--- config.mk ---
export PLATFORM = sky130hd
export DESIGN_NAME = bht_upd_sched
export DESIGN_NICKNAME = d
export VERILOG_FILES = /design/src/rtl/bht_upd_sched.sv
export SDC_FILE = /design/constraint.sdc
export NUM_CORES = 1
export LEC_CHECK = 0
export ABC_CLOCK_PERIOD_IN_PS = 6100
export BUFFER_PORTS_ARGS = -buffer_cell sky130_fd_sc_hd__buf_2
export CORE_ASPECT_RATIO = 0.9
export CORE_MARGIN = 2
export CORE_UTILIZATION = 50
export CTS_CLUSTER_DIAMETER = 40
export CTS_CLUSTER_SIZE = 10
export DETAILED_ROUTE_END_ITERATION = 7
export PLACE_DENSITY = 0.85
export SETUP_SLACK_MARGIN = 0.15
export SLEW_MARGIN = 30
export SYNTH_ARGS = -nofsm -noshare
export SYNTH_HDL_FRONTEND = slang
export SYNTH_SLANG_ARGS = --single-unit
--- constraint.sdc ---
create_clock -name CLK -period 6.1 [get_ports CLK]
set_clock_uncertainty 0.2 [all_clocks]
set_input_delay 0.61 -clock CLK [delete_from_list [all_inputs] [get_ports CLK]]
set_output_delay 0.61 -clock CLK [all_outputs]
set_load 0.01 [all_outputs]
--- src/rtl/bht_upd_sched.sv ---
// bht_upd_sched: the update scheduler for the branch history table.
// Two branch-resolve requesters share the table's single update port. Resolved
// branches go through a round-robin arbiter into a small in-order queue. The
// queue drains one update per cycle onto the table's update port. The block also
// reports pending-update hazards to the predict stage and supports pipeline flush.
//
// Ports:
//   CLK, RST                       clock (rising edge), async active-high reset
//   REQn_VALID/PC/TAKE, REQn_READY resolve requesters 0 and 1 (valid/ready)
//   HOLD                           pause draining; the queue keeps accepting
//   FLUSH                          discard all queued updates (synchronous)
//   BHT_PC/TAKE/WE                 head-of-queue update driven to the BHT
//   LOOKUP_PC, LOOKUP_HIT          hazard probe for the predict stage
//   COUNT                          number of occupied queue entries
module bht_upd_sched #(
    parameter int addr_width  = 32,
    parameter int num_entries = 4,
    parameter int queue_depth = 4
) (
    input  logic                          CLK,
    input  logic                          RST,
    input  logic                          REQ0_VALID,
    input  logic [addr_width-1:0]         REQ0_PC,
    input  logic                          REQ0_TAKE,
    output logic                          REQ0_READY,
    input  logic                          REQ1_VALID,
    input  logic [addr_width-1:0]         REQ1_PC,
    input  logic                          REQ1_TAKE,
    output logic                          REQ1_READY,
    input  logic                          HOLD,
    input  logic                          FLUSH,
    output logic [addr_width-1:0]         BHT_PC,
    output logic                          BHT_TAKE,
    output logic                          BHT_WE,
    input  logic [addr_width-1:0]         LOOKUP_PC,
    output logic                          LOOKUP_HIT,
    output logic [$clog2(queue_depth):0]  COUNT
);

    localparam int PW = $clog2(queue_depth);
    localparam int CW = PW + 1;
    localparam int IW = $clog2(num_entries);
    localparam logic [CW-1:0] DEPTH_C = CW'(queue_depth);

    logic [addr_width-1:0] r_pc   [queue_depth];
    logic                  r_take [queue_depth];
    logic [PW-1:0]         r_head;
    logic [PW-1:0]         r_tail;
    logic [CW-1:0]         r_count;
    logic                  r_rr;

    logic                  w_gnt0;
    logic                  w_gnt1;
    logic                  w_space;
    logic                  w_enq0;
    logic                  w_enq1;
    logic                  w_enq;
    logic [addr_width-1:0] w_enq_pc;
    logic                  w_enq_take;
    logic                  w_nonempty;
    logic                  w_hit;
    logic [PW-1:0]         w_off;

    // Round-robin grant: a lone requester always wins, and a tie goes to r_rr.
    always_comb begin
        w_gnt0 = REQ0_VALID & (~REQ1_VALID | ~r_rr);
        w_gnt1 = REQ1_VALID & (~REQ0_VALID |  r_rr);
    end

    // The space check uses the registered occupancy only. A pop in the same
    // cycle does not count toward free space, so READY never depends on HOLD.
    assign w_space    = (r_count < DEPTH_C);
    assign REQ0_READY = w_gnt0 & w_space & ~FLUSH & ~RST;
    assign REQ1_READY = w_gnt1 & w_space & ~FLUSH & ~RST;

    assign w_enq0     = REQ0_VALID & REQ0_READY;
    assign w_enq1     = REQ1_VALID & REQ1_READY;
    assign w_enq      = w_enq0 | w_enq1;
    assign w_enq_pc   = w_enq1 ? REQ1_PC   : REQ0_PC;
    assign w_enq_take = w_enq1 ? REQ1_TAKE : REQ0_TAKE;

    assign w_nonempty = (r_count != '0);
    assign BHT_WE     = w_nonempty & ~HOLD & ~FLUSH;
    assign BHT_PC     = w_nonempty ? r_pc[r_head]   : '0;
    assign BHT_TAKE   = w_nonempty ? r_take[r_head] : 1'b0;
    assign COUNT      = r_count;

    // A slot is occupied when its distance from the head is below the count.
    // The entry being written this cycle is not in storage yet, so the hazard
    // probe does not see it.
    always_comb begin
        w_hit = 1'b0;
        w_off = '0;
        for (int i = 0; i < queue_depth; i++) begin
            w_off = PW'(i) - r_head;
            if (({1'b0, w_off} < r_count) &&
                (r_pc[i][IW-1:0] == LOOKUP_PC[IW-1:0]))
                w_hit = 1'b1;
        end
    end
    assign LOOKUP_HIT = w_hit & ~FLUSH;

    always_ff @(posedge CLK or posedge RST) begin
        if (RST) begin
            for (int i = 0; i < queue_depth; i++) begin
                r_pc[i]   <= '0;
                r_take[i] <= 1'b0;
            end
            r_head  <= '0;
            r_tail  <= '0;
            r_count <= '0;
            r_rr    <= 1'b0;
        end else if (FLUSH) begin
            r_head  <= '0;
            r_tail  <= '0;
            r_count <= '0;
            r_rr    <= 1'b0;
        end else begin
            if (w_enq) begin
                r_pc[r_tail]   <= w_enq_pc;
                r_take[r_tail] <= w_enq_take;
                r_tail         <= r_tail + PW'(1);
                // Point at the requester that did not just transfer.
                r_rr           <= w_enq0;
            end
            if (BHT_WE)
                r_head <= r_head + PW'(1);
            case ({w_enq, BHT_WE})
                2'b10:   r_count <= r_count + CW'(1);
                2'b01:   r_count <= r_count - CW'(1);
                default: r_count <= r_count;
            endcase
        end
    end

endmodule

**Word level (Yosys, flattened, before mapping)**

Cells that the tools add are included.

- Bitwise gates (word level): 24
- $add $sub $neg: 8
- Reductions and logical operators: 10
- Equal/unequal tests: 6
- Muxes and demuxes: 28
- Magnitude comparators: 8

Operators with widths:

| operator | number |
|---|---|
| 32-bit two-way mux | 5 |
| 128-bit bitwise mux | 1 |
| 32-bit binary-select mux with 2-bit select | 1 |
| 32-bit demux with 2-bit select | 1 |
| 1-bit bitwise AND | 13 |
| 2-bit by 3-bit < comparator with 1-bit output | 4 |
| 1-bit two-way mux | 11 |
| 2-bit equality test | 4 |
| 2-bit two-way mux | 4 |
| 3-bit greater-or-equal comparator (second input constant) | 2 |
| 1-bit inverter | 6 |
| 2-bit inverter with 3-bit output | 2 |
| 3-bit one-hot mux with 2 select lines | 1 |
| 3-bit nonzero test | 2 |
| 1-bit logical AND | 5 |
| 2-bit by 1-bit adder with 2-bit output (second input constant) | 2 |
| 4-bit bitwise mux | 1 |
| 2-bit nonzero test | 2 |
| 1-bit by 2-bit subtractor with 2-bit output (first input constant) | 2 |
| 2-bit subtractor (first input constant) | 2 |
| 3-bit by 1-bit adder with 3-bit output (second input constant) | 1 |
| 3-bit by 1-bit < comparator with 1-bit output (second input constant) | 1 |
| 3-bit < comparator (second input constant) | 1 |
| 3-bit two-way mux | 1 |
| 7 further kinds | 9 |

- Word-level logic and storage cells: 96
- Register bits after elaboration: 140
- Input port bits: 104
- Output and inout port bits: 40

**Depth between registers and ports, before layout**

Gate-level depths: netlist of the first run.

- Word-level depth: 11
- Gate-level depth with buffers: 8

**Worst setup path after synthesis of the first run**

Ideal clock, no wire load.

- Path type: flip-flop to output port
- From: register r_head[1]
- To: output port LOOKUP_HIT
- Slack: 3.509 ns
- Arrival time: 1.781 ns
- Required time: 5.290 ns
- Stages on the path, launching flop included: 9
- Cell sequence: dfrtp_1 buf_2 buf_2 inv_1 ha_1 a211oi_1 nor4_1 a21oi_1 a31oi_1

- Longest elaborated chain between the ends: 8
- Elaborated cells on any way between the ends: 17
- Classes of those cells: add/sub (4); order compare (4); mux (4); bitwise (1); reduce/logical (4)

RTL lines:

| item | line | text |
|---|---|---|
| start, declared | 47 | `logic [PW-1:0] r_head;` |
| start signal, assigned | 127 | `r_head <= r_head + PW'(1);` |
| 1-bit by 2-bit subtractor with 2-bit output | 95 | `w_off = PW'(i) - r_head;` |
| 2-bit by 3-bit < comparator with 1-bit output | 96 | `if (({1'b0, w_off} < r_count) &&` |
| 1-bit logical AND | 96 |  |
| 1-bit two-way mux (3 in series) | 96 |  |
| 1-bit two-way mux (*) | 96 |  |
| 1-bit bitwise AND (*) | 101 | `assign LOOKUP_HIT = w_hit & ~FLUSH;` |
| end, declared | 36 | `output logic LOOKUP_HIT,` |

Mark *: on every way between the ends. The rest lies on a longest branch, timed or not.

**Worst setup path after layout of the first run**

- From: register r_head[0]
- To: output port LOOKUP_HIT

The elaborated chain is that of the path after synthesis.

==> metrics.md, run 1 <==
| Metric | Value |
|---|---|
| Initial antenna violation count | `0` |
| Total power per unit cell area | `approximately 470 nW/um2` |
| Maximum count of clock buffers along a single path | `2` |
| Number of DRC violations after detailed routing | `0` |
| Critical Path RT | `approximately 5.3 ns` |
| Type of element launching the critical path | `flop` |
| Gr ovfl total | `0` |
| H-tree lvl count | `4` |
| Layout fillers | `between 1000 and 1500` |
| Tmin final | `~3.5 ns` |
| Count of antenna-violating nets left after detailed routing | `0` |
| Die Outline Area | `14400 um2` |
| Met1 global-route usage | `~29%` |
| Post-synthesis cell area | `between 6000 and 7000 um2` |
| Met2 Use GR | `37.2%` |
| Final setup margin | `2.58 ns` |
| Clock slew at reported path FFs | `0.06 ns` |
| Hold slack | `between 0.09 and 0.1 ns` |
| Number of setup violations in the final report | `0` |
| TritonCTS clock tree | `built` |
| Routability congestion estimate | `about 0.83` |
| Resized cells post-CTS | `0` |
| Pin count of the biggest net entering global routing | `slightly above 70` |
| Area growth from synthesis to layout | `19.3%` |
| Initial cell density of the core | `50.7%` |
| Buffer count from post-CTS setup fixing | `0` |
| Most used cells in the layout excluding fill and tap cells | `nand2_1, dfrtp_1, o21ai_0` |
| Utilization after layout | `between 60% and 70%` |
| Number of synthesis warnings | `0` |
| Setup TNS | `0 ns` |
| Horizontal extent of the die | `126 um` |
| Final number of hold-violating endpoints | `0` |
| Net count of the finished layout | `around 840` |
| Vert. Die Dim | `about 110 um` |
| Std cell rows | `40` |
| Wirelength, routed | `roughly 14 mm` |
| Number of buffers added on ports | `113` |
| I/O pin count | `between 100 and 150` |
| GRT met3 Usage | `under 10%` |
| Worst path arrival time | `2.71 ns` |
| Vias in the first global route | `approximately 4900` |
| Most frequent standard cell in the layout excluding fill and tap cells | `nand2_1` |
| Result of the run | `completed` |
| Average detailed-routed wire length per instance | `roughly 16 um` |
| Cell leakage power | `about 3.9 nW` |
| Number of sinks on the clock net | `140` |
| Max rail drop VDD | `286 uV` |
| Number of detailed-routing iterations run before antenna repair | `4` |
| Setup CP Type | `flop to output pin` |
| # diodes | `0` |
| Synthesized Nets | `741` |
| Post-synth cell types | `36` |
| Register bit count reported by yosys | `140` |
| Actual transition at the worst max-transition pin | `~0.64 ns` |
| Total number of vias | `roughly 4900` |
| Drt initial violations | `274` |
| Max-capacitance violation count | `0` |
| Number of buffers added by the clock tree synthesis step | `17` |
| Class of the tightest hold or removal check | `input port to asynchronous set/reset pin` |
| Number of slew-limit violations in the final report | `0` |
| Vias per std cell | `between 5 and 6` |
| Worst-case setup slack after placement | `about 3 ns` |
| Worst rel slew slack | `between 50% and 60%` |
| Global-route wire length before repair | `~25 mm` |
| Clock latency at the later pin of the worst-skew pair | `about 0.4 ns` |
| Ratio of cells with drive above 1 in the final layout | `27.0%` |
| Dpl hpwl | `~8.9 mm` |
| Element type at the critical path end | `output pin` |
| Synthesized instance count | `~630` |
| Final period util | `57.8%` |
| Hold bufs inserted after CTS | `0` |
| Portion of the post-synthesis area used by sequential elements | `between 50% and 60%` |
| Global-route total usage across every layer | `around 22%` |
| Post-synthesis area per instance | `10.7 um2` |
| Highest attainable clock frequency | `around 280 MHz` |
| CORE AREA | `13300 um2` |
| Most utilized layer in the global route result | `met2` |
| Master cell of the clock root buffer | `clkbuf_16` |
| RSZ-0062 raised after global routing | `false` |
| Biggest fanout along the worst timing path | `23` |
## report_power, final
group	switching, mW	internal, mW
registers	0.245	1.27
logic	0.566	0.588
clock network	0.385	0.694
total	1.20	2.55
## critical path, stage by stage (launching register included)
cell,delay (ns)
dfrtp_2,0.74
buf_4,0.47
xnor2_1,0.20
inv_1,0.07
ha_1,0.27
a31oi_1,0.14
a21oi_1,0.09
a31oi_1,0.16
buf_2,0.15
## sequential cells by signal (all words and copies together) (netlist names)
name,count
r_take,4
COUNT,3
r_pc,128
r_tail,2
r_rr,1
r_head,2
## cell usage after synthesis (all sizes together)
master | number | area share, %
a211oi | 1 | 0.11
ha | 8 | 1.5
and3 | 1 | 0.11
xnor2 | 2 | 0.26
or4 | 1 | 0.11
xor2 | 10 | 1.3
nor3b | 1 | 0.11
nor4 | 1 | 0.093
o21ai | 134 | 10
dfrtp | 140 | 52
o31ai | 1 | 0.11
and2b | 4 | 0.47
fa | 1 | 0.30
nor2 | 4 | 0.22
mux2i | 34 | 5.1
nor2b | 31 | 2.9
clkbuf | 29 | 1.6
and2 | 1 | 0.093
nor3 | 3 | 0.56
mux4 | 33 | 11
buf | 17 | 1.7
nand2 | 140 | 7.8
a21oi | 6 | 0.45
nand3 | 6 | 0.45
or2 | 2 | 0.19
a31oi | 4 | 0.37
inv | 9 | 0.50
a31o | 1 | 0.13
mux2 | 1 | 0.17
nand2b | 2 | 0.19
## cells by family (layout without fill, tap and decap cells)
group	count (synthesis)	in the layout	synth area share, %
simple gates	197	197	13.3
compound gates	147	147	11.1
flops	140	140	52.1
mux	68	68	16.3
buf+inv	55	163	3.80
xor+xnor	12	12	1.56
fa+ha+maj	9	9	1.79
## per-layer routing
| metal | routed length [um] | vias to the layer above |
|---|---|---|
| met1 | 6450 | 2353 |
| met3 | 766 | 16 |
| met2 | 7080 | 145 |
| li1 | - | 2348 |
| met4 | 141 | 0 |
| met5 | 0 | - |
## final timing paths
kind / start / to / slack (ns) / cells past startpoint
setup / recovery: r_head[0] / LOOKUP_HIT / 2.58 / 8
hold / removal: RST / r_rr / 0.09 / 2
setup reg to reg: COUNT[2] / COUNT[2] / 3.05 / 7
hold reg to reg: r_pc[39] / r_pc[39] / 0.28 / 2
max in group asynchronous: RST / r_head[0] / 4.52 / 4
min in group CLK: r_pc[39] / r_pc[39] / 0.28 / 2
## final cells by class
cell class                 instances  area, um2  area share (%)
multi-input combinational        433       2990            37.3
sequential                       140       3510            43.7
timing repair buffer             122        653            8.14
clock buffer                      21        450            5.62
tap                              168        210            2.62
clock inverter                    11        168            2.09
inverter                           9       38.8           0.484
## per-stage QoR
stage | cell area (um2) | std cells | total power, mW
3_3_place_gp | 7370 | 871 | 2.62
2_1_floorplan | 6730 | 628 | 2.31
5_1_grt | 8020 | 904 | 4.02
3_5_place_dp | 7370 | 871 | 2.69
6_report | 8020 | 904 | 3.75
4_1_cts | 7990 | 903 | 3.79
No activity file was read; power rests on OpenSTA's default activity.
==> run 2: changes to the inputs <==
- ABC_AREA: not set -> 1
- ABC_CLOCK_PERIOD_IN_PS: 6100 -> 3600
- PLACE_DENSITY: 0.85 -> 0.84
- clock period: 6.1 -> 3.6 ns (I/O delays scaled with it)
==> metrics.md, run 2 <==
| Metric | Value |
|---|---|
| Result of the run | `completed` |
| Max rail drop VDD | `412 uV (+44%)` |
| Top cells by instance count after synthesis | `nand2_1, inv_1, dfrtp_1, o21ai_2, nor2_1` |
| Routability congestion estimate | `0.815 (-1.7%)` |
| Ratio of cells with drive above 1 in the final layout | `27.5% (+0.51 points)` |
| Number of setup violations in the final report | `0 (unchanged)` |
| Number of buffers added by the clock tree synthesis step | `17 (unchanged)` |
| Tmin final | `around 3.0 ns` |
| Number of detailed-routing iterations run before antenna repair | `5 (+1)` |
| Dominant cells by area after synthesis | `dfrtp_1, o21ai_2, nand2_1, inv_1, o22ai_1` |
| Number of DRC violations after detailed routing | `0 (unchanged)` |
| Average detailed-routed wire length per instance | `14.6 um (-8.5%)` |
| I/O pin count | `144 (unchanged)` |
| DR WL met2 | `8.38 mm (+18%)` |
| Number of flops mapped to enable cells by yosys | `0 (unchanged)` |
| Highest attainable clock frequency | `330 MHz` |
| Final number of hold-violating endpoints | `0 (unchanged)` |
| Worst-case setup slack after placement | `1.06 ns (-1.86 ns)` |
| Synthesized instance count | `924 (+47%)` |
| Synthesized Nets | `1037 (+40%)` |
| Fraction of synthesized cell area taken by the top area cell type | `45.7% (-6.4 points)` |
| Pin count of the biggest net entering global routing | `77 (+6.9%)` |
| Number of buffers added on ports | `113 (unchanged)` |
| H-tree lvl count | `4 (unchanged)` |
| Setup TNS | `0 ns (unchanged)` |
| DR WL met3 | `940 um (+23%)` |
| Class of the tightest hold or removal check | `input port to flop` |
| Most frequent standard cell in the layout excluding fill and tap cells | `nand2_1` |
| Portion of the post-synthesis area used by sequential elements | `45.7% (-6.4 points)` |
| Most common cell in the synthesized netlist | `nand2_1` |
| Number of synthesis warnings | `0 (unchanged)` |
| Std cell rows | `42 (+5.0%)` |
| Actual transition at the worst max-transition pin | `0.780 ns (+0.141 ns)` |
| Die Outline Area | `16400 um2 (+14%)` |
| Horizontal extent of the die | `135 um (+6.6%)` |
| Net count of the finished layout | `1134 (+36%)` |
| Vert. Die Dim | `122 um (+6.6%)` |
| Post-synthesis cell area | `7670 um2 (+14%)` |
| Global-route total usage across every layer | `23.8% (+1.7 points)` |
| Register bit count reported by yosys | `140 (unchanged)` |
| Resized cells post-CTS | `0 (unchanged)` |
| Post-synth cell types | `27 (-25%)` |
| Maximum count of clock buffers along a single path | `2 (unchanged)` |
| Utilization after layout | `59.8% (-0.64 points)` |
| Type of element launching the critical path | `flop` |
| # diodes | `0 (unchanged)` |
| Hold bufs inserted after CTS | `1 (+1)` |
| Final setup margin | `0.571 ns (-2.00 ns)` |
| Number of sinks on the clock net | `140 (unchanged)` |
| Hold slack | `0.0841 ns (-0.00772 ns)` |
| Count of antenna-violating nets left after detailed routing | `0 (unchanged)` |
| Master cell of the clock root buffer | `clkbuf_16` |
| Worst rel slew slack | `47.9% (-9.5 points)` |
| Dpl hpwl | `11.3 mm (+28%)` |
| Leading register cell type out of synthesis | `dfrtp_1` |
| Cell type with the largest total area after synthesis | `dfrtp_1` |
| Most used cells in the layout excluding fill and tap cells | `nand2_1, inv_1, dfrtp_1` |
| Cell leakage power | `4.57 nW (+16%)` |
| Initial cell density of the core | `51.6% (+0.89 points)` |
| Biggest fanout along the worst timing path | `18 (-22%)` |
| Element type at the critical path end | `output pin` |
| TritonCTS clock tree | `built` |
| Post-synth ARST share | `100% (unchanged)` |
| Vias per std cell | `5.14 (-4.3%)` |
| Top register by number of flip-flops | `r_pc` |
| Max FFs per register | `128 (unchanged)` |
| Area growth from synthesis to layout | `15.9%` |
| Worst path arrival time | `2.47 ns (-0.24 ns)` |
| Gr ovfl total | `0 (unchanged)` |
| Routed length on met1 | `8.38 mm (+30%)` |
| RSZ-0062 raised after global routing | `false` |
| Total number of vias | `6323 (+30%)` |
| Max-capacitance violation count | `0 (unchanged)` |
| Final period util | `between 80% and 90%` |
| Setup CP Type | `flop to output pin` |
| Critical Path RT | `3.04 ns (-2.25 ns)` |
| Clock latency at the later pin of the worst-skew pair | `0.42 ns (about the same)` |
| Drt initial violations | `539 (+97%)` |
| Post-synthesis area per instance | `8.30 um2 (-22%)` |
| Buffer count from post-CTS setup fixing | `0 (unchanged)` |
| Total power per unit cell area | `827 nW/um2 (+77%)` |
| CORE AREA | `14900 um2 (+12%)` |
| Topmost layer with routed signal wires | `met5` |
| Global-route wire length before repair | `30.6 mm (+24%)` |
| Initial antenna violation count | `1 (+1)` |
| Number of slew-limit violations in the final report | `0 (unchanged)` |
| Clock slew at reported path FFs | `0.05 ns (about the same)` |
| Vias in the first global route | `6231 (+26%)` |
| Wirelength, routed | `18.0 mm (+24%)` |
-- run 2: cell types whose count changed after synthesis, moves of 10 or more --
cell      previous run  this run
inv_1                9       154
nand2_1            140       248
o21ai_2              0       108
o21ai_0            128        33
nor2_1               4        75
o22ai_1              0        67
mux2i_1             33         0
mux4_2              33         0
nor2b_1             31         0
buf_6                4        19
clkbuf_1            29        16
nand2_2              0        10
-- run 2: logic make-up after synthesis --
logic type,Yosys count,share of synthesized area (%)
flops,140,45.7
xor+xnor,9,1.03
compound gates,213,20.3
simple gates,347,18.7
fa+ha+maj,9,1.57
buf+inv,206,12.8
-- run 2: report_power, final --
part	total (mW)	internal [mW]	switching (mW)	leakage [nW]
Clock	1.83	1.19	0.641	0.300
Sequential	2.55	2.29	0.257	1.63
Combinational	2.97	1.15	1.83	2.64
Total	7.36	4.63	2.73	4.57
-- run 2: area by class of cell --
type | count | area (um2)
clock buffers | 24 | 512
flip-flops and latches | 140 | 3500
fillers | 1253 | 5970
repair buffers | 128 | 743
well taps | 198 | 248
multi-input cells | 578 | 3190
inverters | 156 | 594
clock inverters | 5 | 106
-- run 2: path summary, 6_finish.rpt --
| check | from | end | slack [ns] | cells after the start |
|---|---|---|---|---|
| max | r_head[0] | BHT_PC[17] | 0.57 | 7 |
| min | FLUSH | COUNT[0] | 0.08 | 4 |
| max reg2reg | COUNT[2] | r_pc[55] | 1.07 | 9 |
| min reg2reg | r_pc[107] | r_pc[107] | 0.32 | 2 |
| max in group asynchronous | RST | r_pc[79] | 1.90 | 4 |
| min in group asynchronous | RST | r_pc[68] | 0.38 | 3 |
-- run 2: metrics by stage --
step | total power [mW] | std cells | area, um2
final | 7.36 | 1229 | 8900
after global routing | 7.89 | 1229 | 8900
after CTS | 7.38 | 1229 | 8900
after detailed placement | 5.51 | 1199 | 8270
after global placement | 5.39 | 1199 | 8270
after floorplan | 4.70 | 924 | 7680
-- run 2: per-layer routing --
| layer | up-vias | global-route usage (%) |
|---|---|---|
| met2 | 191 | 37.8 |
| li1 | 3092 | - |
| met1 | 3012 | 33.0 |
| met3 | 26 | 4.51 |
| met4 | 2 | 7.96 |
| met5 | - | 0 |
-- run 2: worst max-delay path, stage by stage, from the launching register on --
cell and delay (ns):
dfrtp_1 0.41, inv_1 0.15, nand2_1 0.46, buf_4 0.43
o22ai_1 0.15, nor2_1 0.06, nor2_1 0.20, buf_2 0.18
